[src/rtl/reset_select_seq_pkg.sv]
// Shared definitions for the reset_select_seq switchover sequencer:
// FSM state encoding, source constants and the guard counter width.
package reset_select_seq_pkg;

  // Width of the guard-interval down-counter.
  localparam int CNT_W = 8;

  // Source encodings as seen on the mux select input.
  localparam logic SRC_A = 1'b1;
  localparam logic SRC_B = 1'b0;

  typedef logic [CNT_W-1:0] cnt_t;

  typedef enum logic [2:0] {
    S_IDLE = 3'd0,
    S_PRE  = 3'd1,
    S_LOAD = 3'd2,
    S_POST = 3'd3,
    S_DONE = 3'd4
  } state_e;

endpackage : reset_select_seq_pkg

[src/rtl/reset_select_seq_if.sv]
// Request handshake between a switchover requester (master) and the
// reset_select_seq sequencer (slave).
interface reset_select_seq_if;
  logic REQ_VALID;  // switchover request valid
  logic REQ_SEL;    // requested source, 1 = A, 0 = B
  logic REQ_READY;  // sequencer idle and able to accept
  logic DONE;       // one-cycle completion pulse

  modport master (
    output REQ_VALID,
    output REQ_SEL,
    input  REQ_READY,
    input  DONE
  );

  modport slave (
    input  REQ_VALID,
    input  REQ_SEL,
    output REQ_READY,
    output DONE
  );
endinterface : reset_select_seq_if

[src/rtl/seq_downcounter.sv]
// Loadable 8-bit down-counter timing the guard intervals before and after
// the select load. Load wins over decrement; decrement stops at zero.
module seq_downcounter
  import reset_select_seq_pkg::*;
(
  input  logic clk_i,
  input  logic rst_i,
  input  logic load_i,
  input  cnt_t load_val_i,
  input  logic dec_i,
  output logic zero_o
);

  cnt_t count_q;

  // Count register: synchronous reset, load, then saturating decrement.
  always_ff @(posedge clk_i) begin
    if (rst_i) begin
      count_q <= '0;
    end else if (load_i) begin
      count_q <= load_val_i;
    end else if (dec_i && (count_q != '0)) begin
      count_q <= count_q - cnt_t'(1);
    end
  end

  assign zero_o = (count_q == '0);

endmodule : seq_downcounter

[src/rtl/reset_select_seq.sv]
// Glitch-safe switchover sequencer for a registered two-source reset mux.
// A request for a different source raises GUARD for PRE_CYCLES, pulses
// SELECT_ENABLE for one cycle with the new SELECT, keeps GUARD for
// POST_CYCLES more, then pulses DONE. A request for the source already
// loaded completes immediately with no guard and no load.
// Optional feature macro: RESET_SEQ_COUNT_EN adds a saturating SWITCH_COUNT
// output counting select loads.
module reset_select_seq
  import reset_select_seq_pkg::*;
#(
  parameter int PRE_CYCLES  = 4,  // 1..255
  parameter int POST_CYCLES = 4   // 1..255
) (
  input  logic               CLK,
  input  logic               RST,
  reset_select_seq_if.slave  req,
  output logic               CUR_SEL,
  output logic               SELECT,
  output logic               SELECT_ENABLE,
  output logic               GUARD
`ifdef RESET_SEQ_COUNT_EN
  ,
  output logic [CNT_W-1:0]   SWITCH_COUNT
`endif
);

  localparam cnt_t PRE_LOAD  = cnt_t'(PRE_CYCLES - 1);
  localparam cnt_t POST_LOAD = cnt_t'(POST_CYCLES - 1);

  state_e state_q;
  logic   cur_sel_q;
  logic   target_q;
  logic   select_q;
  logic   sel_en_q;
  logic   guard_q;
  logic   ready_q;
  logic   done_q;

  logic   accept;
  logic   cnt_load;
  cnt_t   cnt_load_val;
  logic   cnt_dec;
  logic   cnt_zero;

  // A request is taken only while REQ_READY is visibly high.
  assign accept = req.REQ_VALID && ready_q;

  // Counter control: arm for PRE on a differing accept, for POST in LOAD.
  // NOTE: every signal gets a default before the case so no path can
  // leave it unassigned and infer a latch.
  always_comb begin
    cnt_load     = 1'b0;
    cnt_load_val = PRE_LOAD;
    cnt_dec      = 1'b0;
    unique case (state_q)
      S_IDLE: cnt_load = accept && (req.REQ_SEL != cur_sel_q);
      S_LOAD: begin
        cnt_load     = 1'b1;
        cnt_load_val = POST_LOAD;
      end
      S_PRE, S_POST: cnt_dec = 1'b1;
      default: ;
    endcase
  end

  seq_downcounter u_cnt (
    .clk_i      (CLK),
    .rst_i      (RST),
    .load_i     (cnt_load),
    .load_val_i (cnt_load_val),
    .dec_i      (cnt_dec),
    .zero_o     (cnt_zero)
  );

  // FSM with registered outputs: each branch sets the outputs that belong
  // to the state being entered, so they line up with state_q.
  // NOTE: sequential state uses non-blocking assignments so every register
  // here sees pre-edge values of the others, independent of statement order.
  always_ff @(posedge CLK) begin
    if (RST) begin
      // Force the mux to source B alongside the controller, guard held.
      state_q   <= S_IDLE;
      cur_sel_q <= SRC_B;
      target_q  <= SRC_B;
      select_q  <= SRC_B;
      sel_en_q  <= 1'b1;
      guard_q   <= 1'b1;
      ready_q   <= 1'b0;
      done_q    <= 1'b0;
    end else begin
      select_q <= cur_sel_q;
      sel_en_q <= 1'b0;
      guard_q  <= 1'b0;
      ready_q  <= 1'b0;
      done_q   <= 1'b0;
      unique case (state_q)
        S_IDLE: begin
          if (accept) begin
            target_q <= req.REQ_SEL;
            if (req.REQ_SEL != cur_sel_q) begin
              state_q <= S_PRE;
              guard_q <= 1'b1;
            end else begin
              state_q <= S_DONE;
              done_q  <= 1'b1;
            end
          end else begin
            ready_q <= 1'b1;
          end
        end
        S_PRE: begin
          guard_q <= 1'b1;
          if (cnt_zero) begin
            state_q  <= S_LOAD;
            sel_en_q <= 1'b1;
            select_q <= target_q;
          end
        end
        S_LOAD: begin
          state_q   <= S_POST;
          guard_q   <= 1'b1;
          cur_sel_q <= target_q;
          select_q  <= target_q;
        end
        S_POST: begin
          if (cnt_zero) begin
            state_q <= S_DONE;
            done_q  <= 1'b1;
          end else begin
            guard_q <= 1'b1;
          end
        end
        S_DONE: begin
          state_q <= S_IDLE;
          ready_q <= 1'b1;
        end
        default: begin
          state_q <= S_IDLE;
          ready_q <= 1'b1;
        end
      endcase
    end
  end

`ifdef RESET_SEQ_COUNT_EN
  logic [CNT_W-1:0] switch_count_q;

  // Saturating count of select loads; same-source requests never load.
  always_ff @(posedge CLK) begin
    if (RST) begin
      switch_count_q <= '0;
    end else if ((state_q == S_LOAD) && (switch_count_q != '1)) begin
      switch_count_q <= switch_count_q + 1'b1;
    end
  end

  assign SWITCH_COUNT = switch_count_q;
`endif

  assign req.REQ_READY = ready_q;
  assign req.DONE      = done_q;
  assign CUR_SEL       = cur_sel_q;
  assign SELECT        = select_q;
  assign SELECT_ENABLE = sel_en_q;
  assign GUARD         = guard_q;

endmodule : reset_select_seq

[src/flat_wrapper.sv]
// flat-port wrapper written by rule: the top's interface ports become plain ports
module reset_select_seq_flat import reset_select_seq_pkg::*;
#(
  parameter int PRE_CYCLES  = 4,           
  parameter int POST_CYCLES = 4            
)
  (CLK, RST, CUR_SEL, SELECT, SELECT_ENABLE, GUARD, req_REQ_VALID, req_REQ_SEL, req_REQ_READY, req_DONE);
  reset_select_seq_if req_i ();
  input  logic CLK;
  input  logic RST;
  output logic CUR_SEL;
  output logic SELECT;
  output logic SELECT_ENABLE;
  output logic GUARD;
  input wire logic [$bits(req_i.REQ_VALID)-1:0] req_REQ_VALID;
  input wire logic [$bits(req_i.REQ_SEL)-1:0] req_REQ_SEL;
  output wire logic [$bits(req_i.REQ_READY)-1:0] req_REQ_READY;
  output wire logic [$bits(req_i.DONE)-1:0] req_DONE;
  assign req_i.REQ_VALID = req_REQ_VALID;
  assign req_i.REQ_SEL = req_REQ_SEL;
  assign req_REQ_READY = req_i.REQ_READY;
  assign req_DONE = req_i.DONE;
  reset_select_seq #(.PRE_CYCLES(PRE_CYCLES), .POST_CYCLES(POST_CYCLES)) u_core (.CLK(CLK), .RST(RST), .req(req_i), .CUR_SEL(CUR_SEL), .SELECT(SELECT), .SELECT_ENABLE(SELECT_ENABLE), .GUARD(GUARD));
endmodule
[config.mk]
export PLATFORM = sky130hd
export DESIGN_NAME = reset_select_seq_flat
export DESIGN_NICKNAME = d
export VERILOG_FILES = /design/src/rtl/reset_select_seq_pkg.sv /design/src/rtl/reset_select_seq_if.sv /design/src/rtl/seq_downcounter.sv /design/src/rtl/reset_select_seq.sv /design/src/flat_wrapper.sv
export SDC_FILE = /design/constraint.sdc
export NUM_CORES = 1
export LEC_CHECK = 0
export CAP_MARGIN = 20
export CORE_MARGIN = 5
export CORE_UTILIZATION = 40
export CTS_BUF_LIST = sky130_fd_sc_hd__clkbuf_16
export CTS_CLUSTER_SIZE = 16
export DETAILED_ROUTE_END_ITERATION = 8
export SLEW_MARGIN = 20
export SYNTH_ARGS = -nofsm -noshare
export SYNTH_HDL_FRONTEND = slang
export SYNTH_HIERARCHICAL = 1
export SYNTH_SLANG_ARGS = --single-unit
[constraint.sdc]
create_clock -name CLK -period 3.05 [get_ports CLK]
set_input_delay 0.4575 -clock CLK [delete_from_list [all_inputs] [get_ports CLK]]
set_output_delay 0.4575 -clock CLK [all_outputs]
set_load 0.05 [all_outputs]
# Word-level counts from Yosys, hierarchy flattened
# Cells that the tools add are included.
classes:
  n_addsub: 1
  eq_ne: 7
  mux: 22
  reduce_logical: 13
ops:
  columns: ["cell", "count"]
  rows:
  - ["$mux W3", 4]
  - ["$pmux W3 S4", 1]
  - ["$mux W1", 10]
  - ["$logic_not A8 Y1", 1]
  - ["$pmux W1 S2", 4]
  - ["$reduce_bool A8 Y1", 1]
  - ["$sub A8 B1 Y8 const B", 1]
  - ["$eq A3 B2 Y1 const B", 2]
  - ["$ne A2 B1 Y1 const B", 3]
  - ["$reduce_or A2 Y1", 3]
  - ["$mux W2", 2]
  - ["$eq A3 B1 Y1 const B", 1]
  - ["$logic_and A1 B1 Y1", 3]
  - ["$logic_not A3 Y1", 1]
  - ["$pmux W1 S3", 1]
  - ["$reduce_and A3 Y1", 1]
  - ["$reduce_or A3 Y1", 1]
  - ["$reduce_and A2 Y1", 1]
  - ["$reduce_bool A2 Y1", 1]
  - ["$ne A1 B1 Y1", 1]
word_totals:
  regBits: 18
  input_bits: 4
  out_inout_bits: 6
  elab_cells: 53

# Longest topological paths before layout
# Gate-level depths: netlist of the first run.
depth:
  depth_word: 6
  mapped_depth: 7
  mapped_depth_nobuf: 7

# Hierarchy
# Netlist of the first run, hierarchy kept.
modules_own_cells:
  columns: ["module", "instances", "cells_each", "area_each_um2", "seq_area_each_um2"]
  rows:
  - ["seq_downcounter", 1, 59, 515.5, 160.2]
  - ["reset_select_seq", 1, 50, 504.2, 200.2]

# Worst setup path before layout of the first run
# No wires, ideal clock.
synth_path:
  path_kind: "reg-to-reg"
  start: "reg u_core.ready_q, in the netlist u_core/req.REQ_READY"
  end: "reg u_core.u_cnt.count_q[1]"
  t_arrival_ns: 1.983
  required_time_ns: 2.916
  setup_slack_ns: 0.933
  stages_incl_launch_ff: 8
  n_path_buf: 1
  period_less_slack_ns: 2.117
  cell_sequence: "dfxtp_1 > nand2_1 > nor4_4 > a21o_2 > clkbuf_1 > clkinv_1 > nand4b_1 > o211ai_1"
synth_via:
  elab_chain_len: 4
synth_rtl:
  columns: ["element", "line", "source"]
  rows:
  - ["from (decl)", "reset_select_seq.sv:36", "logic ready_q;"]
  - ["from (signal assigned)", "reset_select_seq.sv:88", "ready_q <= 1'b0;"]
  - ["from (signal assigned)", "reset_select_seq.sv:94", "ready_q <= 1'b0;"]
  - ["from (signal assigned)", "reset_select_seq.sv:108", "ready_q <= 1'b1;"]
  - ["$logic_and A1 B1 Y1 *", "reset_select_seq.sv:46", "assign accept = req.REQ_VALID && ready_q;"]
  - ["$logic_and A1 B1 Y1 *", "reset_select_seq.sv:56", "S_IDLE: cnt_load = accept && (req.REQ_SEL != cur_sel_q);"]
  - ["$pmux W1 S2 *", "reset_select_seq.sv:55", "unique case (state_q)"]
  - ["named net u_core.cnt_load", "reset_select_seq.sv:40", "logic cnt_load;"]
  - ["$mux W2 / $reduce_bool A2 Y1 (equally long branches)", null, null]
  - ["to (signal assigned)", "seq_downcounter.sv:21", "count_q <= load_val_i;"]
  - ["to (signal assigned)", "seq_downcounter.sv:23", "count_q <= count_q - cnt_t'(1);"]
  - ["to (decl)", "seq_downcounter.sv:14", "cnt_t count_q;"]
# Mark *: on every way through the listed nets, which the timed path passes. The rest lies on a longest branch.
# A chain may end at the register's enable or synchronous reset.

# Worst setup path in the final report of the first run
layout_path:
  start: "reg u_core.u_cnt.count_q[2]"
  end: "reg u_core.select_q, in the netlist u_core/SELECT"
layout_via:
  elab_chain_len: 3
layout_rtl:
  columns: ["element", "line", "source"]
  rows:
  - ["$logic_not A8 Y1", "seq_downcounter.sv:27", "assign zero_o = (count_q == '0);"]
  - ["named net u_core.cnt_zero", "reset_select_seq.sv:43", "logic cnt_zero;"]
  - ["$mux W1", "reset_select_seq.sv:113", "if (cnt_zero) begin"]
  - ["$pmux W1 S2", "reset_select_seq.sv:96", "unique case (state_q)"]
  - ["to (signal assigned)", "reset_select_seq.sv:91", "select_q <= cur_sel_q;"]
  - ["to (signal assigned)", "reset_select_seq.sv:116", "select_q <= target_q;"]
  - ["to (signal assigned)", "reset_select_seq.sv:123", "select_q <= target_q;"]
  - ["to (decl)", "reset_select_seq.sv:33", "logic select_q;"]
# The timed path passes the listed nets, and every way through them passes these cells.

==> results of run 1 <==
## where the power goes
group | total, mW | internal, mW | switching [mW]
clock network | 0.263 | 0.174 | 0.0888
registers | 0.435 | 0.322 | 0.113
logic | 0.676 | 0.289 | 0.386
## how the worst max path moves through the flow
stage | endpoint | slack [ps] | cells after the start | startpoint
6_report | u_core/SELECT | 750 | 5 | u_core/u_cnt/count_q[2]
5_1_grt | u_core/u_cnt/count_q[7] | 620 | 5 | u_core/state_q[0]
4_1_cts | u_core/SELECT | 740 | 5 | u_core/u_cnt/count_q[2]
3_5_place_dp | u_core/u_cnt/count_q[1] | 750 | 7 | req_REQ_VALID
3_3_place_gp | u_core/SELECT | 800 | 5 | u_core/u_cnt/count_q[2]
2_1_floorplan | u_core/u_cnt/count_q[1] | 930 | 7 | u_core/req.REQ_READY
## critical path, cell delays in order (launching register included)
cell and delay, ps:
sky130_fd_sc_hd__dfxtp_1 360, sky130_fd_sc_hd__or4_4 600, sky130_fd_sc_hd__nor4_1 560, sky130_fd_sc_hd__a21oi_2 130
sky130_fd_sc_hd__a2111oi_2 310, sky130_fd_sc_hd__a2bb2oi_1 250
## placed cells by master, fill, tap and decap left out, types with 4 or more instances in the layout
cell type / netlist / layout
sky130_fd_sc_hd__nor2_1: 11 / 11
sky130_fd_sc_hd__dfxtp_1: 18 / 18
sky130_fd_sc_hd__conb_1: 2 / 8
sky130_fd_sc_hd__clkdlybuf4s50_1: 0 / 9
sky130_fd_sc_hd__mux2i_1: 4 / 4
sky130_fd_sc_hd__a21oi_1: 6 / 6
sky130_fd_sc_hd__inv_1: 5 / 5
sky130_fd_sc_hd__nand2_1: 6 / 6
## per-layer routing
metal | part of all wire [%] | vias to the layer above
li1 | - | 417
met1 | 46 | 387
met2 | 49 | 8
met3 | 3.7 | 2
met4 | 0.81 | 0
met5 | 0 | -
## state kept, by name (all words and copies together), names as in the netlist
signal                flops
u_core/CUR_SEL            1
u_core/SELECT             1
u_core/GUARD              1
u_core/state_q            3
u_core/target_q           1
u_core/u_cnt/count_q      8
u_core/SELECT_ENABLE      1
u_core/req.REQ_READY      1
u_core/req.DONE           1
## logic make-up after synthesis
logic type | Yosys count | synth area share [%]
adder cells (fa/ha/maj) | 2 | 2.45
flip-flops | 18 | 35.3
AO/OA/AOI/OAI | 27 | 22.2
multiplexers | 4 | 3.93
AND/OR/NAND/NOR | 39 | 23.7
buffers and inverters | 12 | 7.36
XOR/XNOR | 5 | 4.30
other | 2 | 0.736
## per-stage QoR
stage / utilization, % / std cells
after floorplan: - / 115
after global placement: 45.8 / 149
after detailed placement: 45.8 / 149
after CTS: 49.0 / 153
after global routing: 49.0 / 153
final: 49.0 / 153
## area by class of cell
cell class,instances,area (µm²),share of cell area [%]
flip-flops and latches,18,360,29.9
inverters,6,22.5,1.87
clock buffers,3,75.1,6.24
multi-input cells,85,607,50.4
repair buffers,10,97.6,8.11
well taps,30,37.5,3.12
clock inverters,1,3.75,0.312
==> tab_implementation.tex, run 1 <==
\begin{tabular}{lr}
\hline
Metric & Value \\
\hline
\multicolumn{2}{l}{\textbf{Drt}} \\
\quad Overall via count from detail\_route & 814 \\
\quad Remaining DRCs & 0 \\
\quad Routed wire per std cell & 13.0 µm \\
\quad Initial drt markers & 10 \\
\quad Number of vias per cell & 5.32 \\
\quad Post-DRT Antenna Nets & 0 \\
\quad DRT Wirelength & 1.98 mm \\
\quad Detailed-router iteration count before antenna repair & 4 \\
\multicolumn{2}{l}{\textbf{Outcome}} \\
\quad Outcome & completed \\
\multicolumn{2}{l}{\textbf{Critical path}} \\
\quad Worst path required time & 3210 ps \\
\quad Critical register-to-register path startpoint & u\_core/u\_cnt/count\_q[2] \\
\quad Worst R2R Path Depth & 5 \\
\quad Type of destination of the critical path & flop \\
\quad Worst reg-to-reg setup slack & 750 ps \\
\quad Critical path class & flop to flop \\
\quad Worst R2R End & u\_core/SELECT \\
\quad WP data arrival & 2460 ps \\
\quad Max FO, Critical Path & 6 \\
\quad Critical Path Start Type & flop \\
\multicolumn{2}{l}{\textbf{Clock tree}} \\
\quad Clock root cell & sky130\_fd\_sc\_hd\_\_clkbuf\_16 \\
\quad Number of setup buffers added after CTS & 0 \\
\quad CTS tree & built \\
\quad Maximum number of buffers from clock root to sink & 2 \\
\quad Clock slew at the register clock pins of the worst setup and hold paths & 50 ps \\
\quad Clock buffers created by TritonCTS & 3 \\
\quad Number of levels the H-tree was split into & 1 \\
\quad Number of clock sinks & 18 \\
\quad Insertion delay to the later sink of the worst-skew pair & 250 ps \\
\quad Count of hold buffers inserted by post-cts repair & 0 \\
\quad Gates resized, CTS repair & 0 \\
\multicolumn{2}{l}{\textbf{Timing}} \\
\quad Rel. slew slack & 52.2\% \\
\quad Clock Skew & 2.10 ps \\
\quad Setup Viol. Count Final & 0 \\
\quad Number of hold-slack violations in the final timing report & 0 \\
\quad RSZ-0062 raised after global routing & false \\
\quad Number of slew-limit violations in the final report & 0 \\
\quad Final hold slack & 488 ps \\
\quad Maximum frequency from static timing analysis & 435 MHz \\
\quad Tcrit/Tclk final & 75.3\% \\
\quad Worst Max-Slew Pin Slew & 710 ps \\
\quad Worst setup margin & 752 ps \\
\quad Total negative slack for setup checks & 0 ps \\
\quad Clock period minus final worst setup slack & 2300 ps \\
\multicolumn{2}{l}{\textbf{Power}} \\
\quad Total Power & 1.37 mW \\
\quad Cell leakage power & 0.452 nW \\
\quad Power density cells & 1140 nW/µm² \\
\quad Max IR drop VDD & 572 µV \\
\multicolumn{2}{l}{\textbf{Logic synthesis}} \\
\quad Number of synthesized flops with an enable pin & 0 \\
\quad Post-synthesis register bit count & 18 \\
\quad Asr flop ratio synth & 0\% \\
\quad Most instantiated library cell after synthesis & sky130\_fd\_sc\_hd\_\_dfxtp\_1 \\
\quad Number of instances in the synthesized netlist & 109 \\
\quad Count of warnings emitted by yosys & 6 \\
\quad Mean cell area of the mapped netlist & 9.36 µm² \\
\quad Top area cells in the synthesized netlist & sky130\_fd\_sc\_hd\_\_dfxtp\_1 35\%, sky130\_fd\_sc\_hd\_\_buf\_6 4.4\%, sky130\_fd\_sc\_hd\_\_nor2\_1 4.0\%, sky130\_fd\_sc\_hd\_\_mux2i\_1 3.9\%, sky130\_fd\_sc\_hd\_\_a21oi\_1 2.9\% \\
\quad Netlist cell types & 43 \\
\quad Cell type contributing the most total cell area after synthesis & sky130\_fd\_sc\_hd\_\_dfxtp\_1 \\
\quad Primary flip-flop cell chosen by synthesis mapping & sky130\_fd\_sc\_hd\_\_dfxtp\_1 \\
\quad Ranking of synthesized cells by instance count & 18 x sky130\_fd\_sc\_hd\_\_dfxtp\_1, 11 x sky130\_fd\_sc\_hd\_\_nor2\_1, 6 x sky130\_fd\_sc\_hd\_\_a21oi\_1, 6 x sky130\_fd\_sc\_hd\_\_nand2\_1, 5 x sky130\_fd\_sc\_hd\_\_inv\_1 \\
\quad Top cell type's share of synthesized area & 35.3\% \\
\quad Synthesized area & 1020 µm² \\
\quad Sequential-to-total area share from yosys stat & 35.3\% \\
\multicolumn{2}{l}{\textbf{GRT}} \\
\quad Pin count of the biggest net entering global routing & 12 \\
\quad Antenna violations before repair & 0 \\
\quad Wire length of the first global-routing pass & 3.47 mm \\
\quad Number of global-route vias before repair & 782 \\
\quad Remaining global-route overflow & 0 \\
\quad Global-route track usage on met2 & 21.6\% \\
\quad Routing usage on met1 & 14.6\% \\
\quad Routing usage on met3 & 4.47\% \\
\quad GRT Overall Usage & 13.0\% \\
\quad Most Crowded Layer GR & met2 \\
\multicolumn{2}{l}{\textbf{Finish}} \\
\quad Share of layout cells above drive strength 1 & 17.1\% \\
\quad Number of nets in the layout & 130 \\
\quad Fill cells & 228 \\
\quad Post-route cell area & 1200 µm² \\
\quad Layout overhead on the synthesized area & 18.0\% \\
\quad Antenna diode count & 0 \\
\multicolumn{2}{l}{\textbf{Worst hold path}} \\
\quad Number of cells on the worst hold path & 2 \\
\quad Hold path startpoint & u\_core/target\_q \\
\quad Hold Crit Endpoint & u\_core/target\_q \\
\quad Hold Crit Class & flop to flop \\
\multicolumn{2}{l}{\textbf{Floorplanning}} \\
\quad Area enclosed by the die boundary & 3660 µm² \\
\quad Area of the core & 2450 µm² \\
\quad Die width & 60.5 µm \\
\quad Initial core utilization & 41.5\% \\
\quad Row count & 18 \\
\quad Vert. Die Dim & 60.5 µm \\
\quad Number of top-level design ports & 10 \\
\multicolumn{2}{l}{\textbf{Job}} \\
\quad MaxCap Viol Count & 0 \\
\multicolumn{2}{l}{\textbf{Place}} \\
\quad IO Port Bufs & 9 \\
\quad Post-placement cell area & 1120 µm² \\
\quad Detailed placer's ending HPWL & 1.43 mm \\
\quad Placer Congestion & 0.758 \\
\quad Worst slack at placement & 746 ps \\
\hline
\end{tabular}
No activity file was read; power rests on OpenSTA's default activity.
==> run 2: changes to the inputs <==
- clock period: 3.05 -> 2 ns (I/O delays scaled with it)
==> run 2 against run 1 <==
Effect of this change:
- worst hold slack got worse by 7.1 ps
- largest cell class unchanged
- wire length is 5.7% higher
- global-route usage increased by 0.22 points
- clock skew shrank 1.4 ps
- maximum frequency grew 22%
- clock-buffer cell count unchanged
- sequential power grew 43%
- sequential cell count did not move
- die area is the same
- non-clock buffer count is 14 higher
- register-to-register slack worse by 640 ps
==> tab_implementation.tex, run 2 (same netlist as run 1, synthesis figures left out) <==
\begin{tabular}{lr}
\hline
Metric & Value \\
\hline
\multicolumn{2}{l}{\textbf{Timing}} \\
\quad Clock period minus final worst setup slack & 1880 ps \\
\quad Tcrit/Tclk final & 94.2\% \\
\quad Number of slew-limit violations in the final report & 0 \\
\quad Setup Viol. Count Final & 0 \\
\quad RSZ-0062 raised after global routing & false \\
\quad Maximum frequency from static timing analysis & 531 MHz \\
\quad Number of hold-slack violations in the final timing report & 0 \\
\quad Clock Skew & 0.749 ps \\
\quad Total negative slack for setup checks & 0 ps \\
\multicolumn{2}{l}{\textbf{Critical path}} \\
\quad Max FO, Critical Path & 5 \\
\quad Critical Path Start Type & flop \\
\quad Critical path class & flop to flop \\
\quad Worst path required time & 2180 ps \\
\quad Type of destination of the critical path & flop \\
\quad WP data arrival & 2060 ps \\
\multicolumn{2}{l}{\textbf{Clock tree}} \\
\quad Number of setup buffers added after CTS & 0 \\
\quad CTS tree & built \\
\quad Insertion delay to the later sink of the worst-skew pair & 250 ps \\
\quad Number of levels the H-tree was split into & 1 \\
\quad Maximum number of buffers from clock root to sink & 2 \\
\quad Clock root cell & sky130\_fd\_sc\_hd\_\_clkbuf\_16 \\
\quad Clock slew at the register clock pins of the worst setup and hold paths & 50 ps \\
\quad Clock buffers created by TritonCTS & 3 \\
\quad Number of clock sinks & 18 \\
\multicolumn{2}{l}{\textbf{Drt}} \\
\quad Post-DRT Antenna Nets & 0 \\
\quad Overall via count from detail\_route & 868 \\
\quad Initial drt markers & 16 \\
\quad Sum of met3 wire segment lengths after detailed routing & 66 µm \\
\quad DRT met1 WL & 1.02 mm \\
\quad DRT Wirelength & 2.10 mm \\
\quad Remaining DRCs & 0 \\
\quad Top Layer Used & met4 \\
\quad Met2 wire len & 995 µm \\
\quad Number of vias per cell & 5.20 \\
\quad Detailed-router iteration count before antenna repair & 4 \\
\quad Routed wire per std cell & 12.6 µm \\
\multicolumn{2}{l}{\textbf{Floorplanning}} \\
\quad Die width & 60.5 µm \\
\quad Vert. Die Dim & 60.5 µm \\
\quad Area enclosed by the die boundary & 3660 µm² \\
\quad Number of top-level design ports & 10 \\
\quad Initial core utilization & 41.5\% \\
\quad Area of the core & 2450 µm² \\
\quad Row count & 18 \\
\multicolumn{2}{l}{\textbf{Finish}} \\
\quad Number of flip-flops under the largest register name & 8 \\
\quad Layout overhead on the synthesized area & 30.9\% \\
\quad Commonest non-fill, non-tap cell in the layout & sky130\_fd\_sc\_hd\_\_dfxtp\_1 \\
\quad Most used cells in the layout excluding fill and tap cells & 17 x sky130\_fd\_sc\_hd\_\_dfxtp\_1, 15 x sky130\_fd\_sc\_hd\_\_buf\_4, 11 x sky130\_fd\_sc\_hd\_\_nor2\_1, 9 x sky130\_fd\_sc\_hd\_\_clkdlybuf4s50\_1, 8 x sky130\_fd\_sc\_hd\_\_conb\_1 \\
\quad Post-route cell area & 1340 µm² \\
\quad Share of layout cells above drive strength 1 & 28.5\% \\
\quad Antenna diode count & 0 \\
\quad Largest Register & u\_core/u\_cnt/count\_q \\
\quad Fill cells & 232 \\
\quad Number of nets in the layout & 144 \\
\quad Registers with the most flip-flops & u\_core/u\_cnt/count\_q (8), u\_core/state\_q (3) \\
\multicolumn{2}{l}{\textbf{Power}} \\
\quad Cell leakage power & 0.525 nW \\
\quad Power density cells & 1760 nW/µm² \\
\quad Max IR drop VDD & 1070 µV \\
\multicolumn{2}{l}{\textbf{Place}} \\
\quad Post-placement cell area & 1230 µm² \\
\quad Detailed placer's ending HPWL & 1.54 mm \\
\quad IO Port Bufs & 9 \\
\quad Placer Congestion & 0.734 \\
\multicolumn{2}{l}{\textbf{Worst hold path}} \\
\quad Hold Crit Class & flop to flop \\
\multicolumn{2}{l}{\textbf{GRT}} \\
\quad Wire length of the first global-routing pass & 3.62 mm \\
\quad Pin count of the biggest net entering global routing & 11 \\
\quad Number of global-route vias before repair & 827 \\
\quad Remaining global-route overflow & 0 \\
\quad GRT Overall Usage & 13.2\% \\
\quad Antenna violations before repair & 0 \\
\multicolumn{2}{l}{\textbf{Job}} \\
\quad MaxCap Viol Count & 0 \\
\multicolumn{2}{l}{\textbf{Outcome}} \\
\quad Outcome & completed \\
\hline
\end{tabular}
run 2: layout make-up:
cell class / instances / area [µm²] / share of cell area (%)
Clock inverter: 1 / 3.75 / 0.281
Multi-Input combinational cell: 85 / 632 / 47.3
Tap cell: 30 / 37.5 / 2.81
Sequential cell: 18 / 362 / 27.1
Clock buffer: 3 / 75.1 / 5.62
Inverter: 6 / 22.5 / 1.69
Timing Repair Buffer: 24 / 203 / 15.2
run 2: layer usage:
| metal | global-route usage (%) | vias up |
|---|---|---|
| met5 | 0 | - |
| met4 | 5.57 | 0 |
| met3 | 2.55 | 2 |
| met2 | 21.8 | 10 |
| met1 | 16.9 | 414 |
| li1 | - | 442 |
run 2: power breakdown:
| part | switching, mW | total (mW) | internal, mW |
|---|---|---|---|
| Combinational | 0.704 | 1.32 | 0.618 |
| Clock | 0.136 | 0.402 | 0.266 |
| Sequential | 0.129 | 0.621 | 0.493 |
| Total | 0.969 | 2.35 | 1.38 |
run 2: timing repair:
action                                  4_1_cts  5_1_grt
gates resized for setup                       0        4
endpoints found under the setup margin        0        2
hold buffers                                  0        0
run 2: final timing paths:
path                      startpoint              end  slack [ps]  cells after the start
min                  u_core/target_q  u_core/target_q         480                      2
max reg2reg  u_core/u_cnt/count_q[2]    u_core/SELECT         120                      6
min reg2reg          u_core/target_q  u_core/target_q         480                      2
max          u_core/u_cnt/count_q[2]    u_core/SELECT         120                      6
run 2: per-stage QoR:
step	setup WS, ps	instances	total power, mW	hold slack, ps	utilization [%]
floorplan	37.9	115	1.51	442	-
global placement	34.9	163	1.85	481	50.2
detailed placement	3.20	163	1.88	472	50.2
CTS	56.9	167	2.30	482	53.4
global route	10.2	167	2.51	512	54.4
finish	116	167	2.35	480	54.4
run 2: critical path, stage by stage (launching register included):
cell                        delay (ps)
sky130_fd_sc_hd__dfxtp_1           320
sky130_fd_sc_hd__or4_4             590
sky130_fd_sc_hd__nor4_2            170
sky130_fd_sc_hd__buf_4             180
sky130_fd_sc_hd__a21oi_2            70
sky130_fd_sc_hd__a2111oi_4         280
sky130_fd_sc_hd__a2bb2oi_1         190
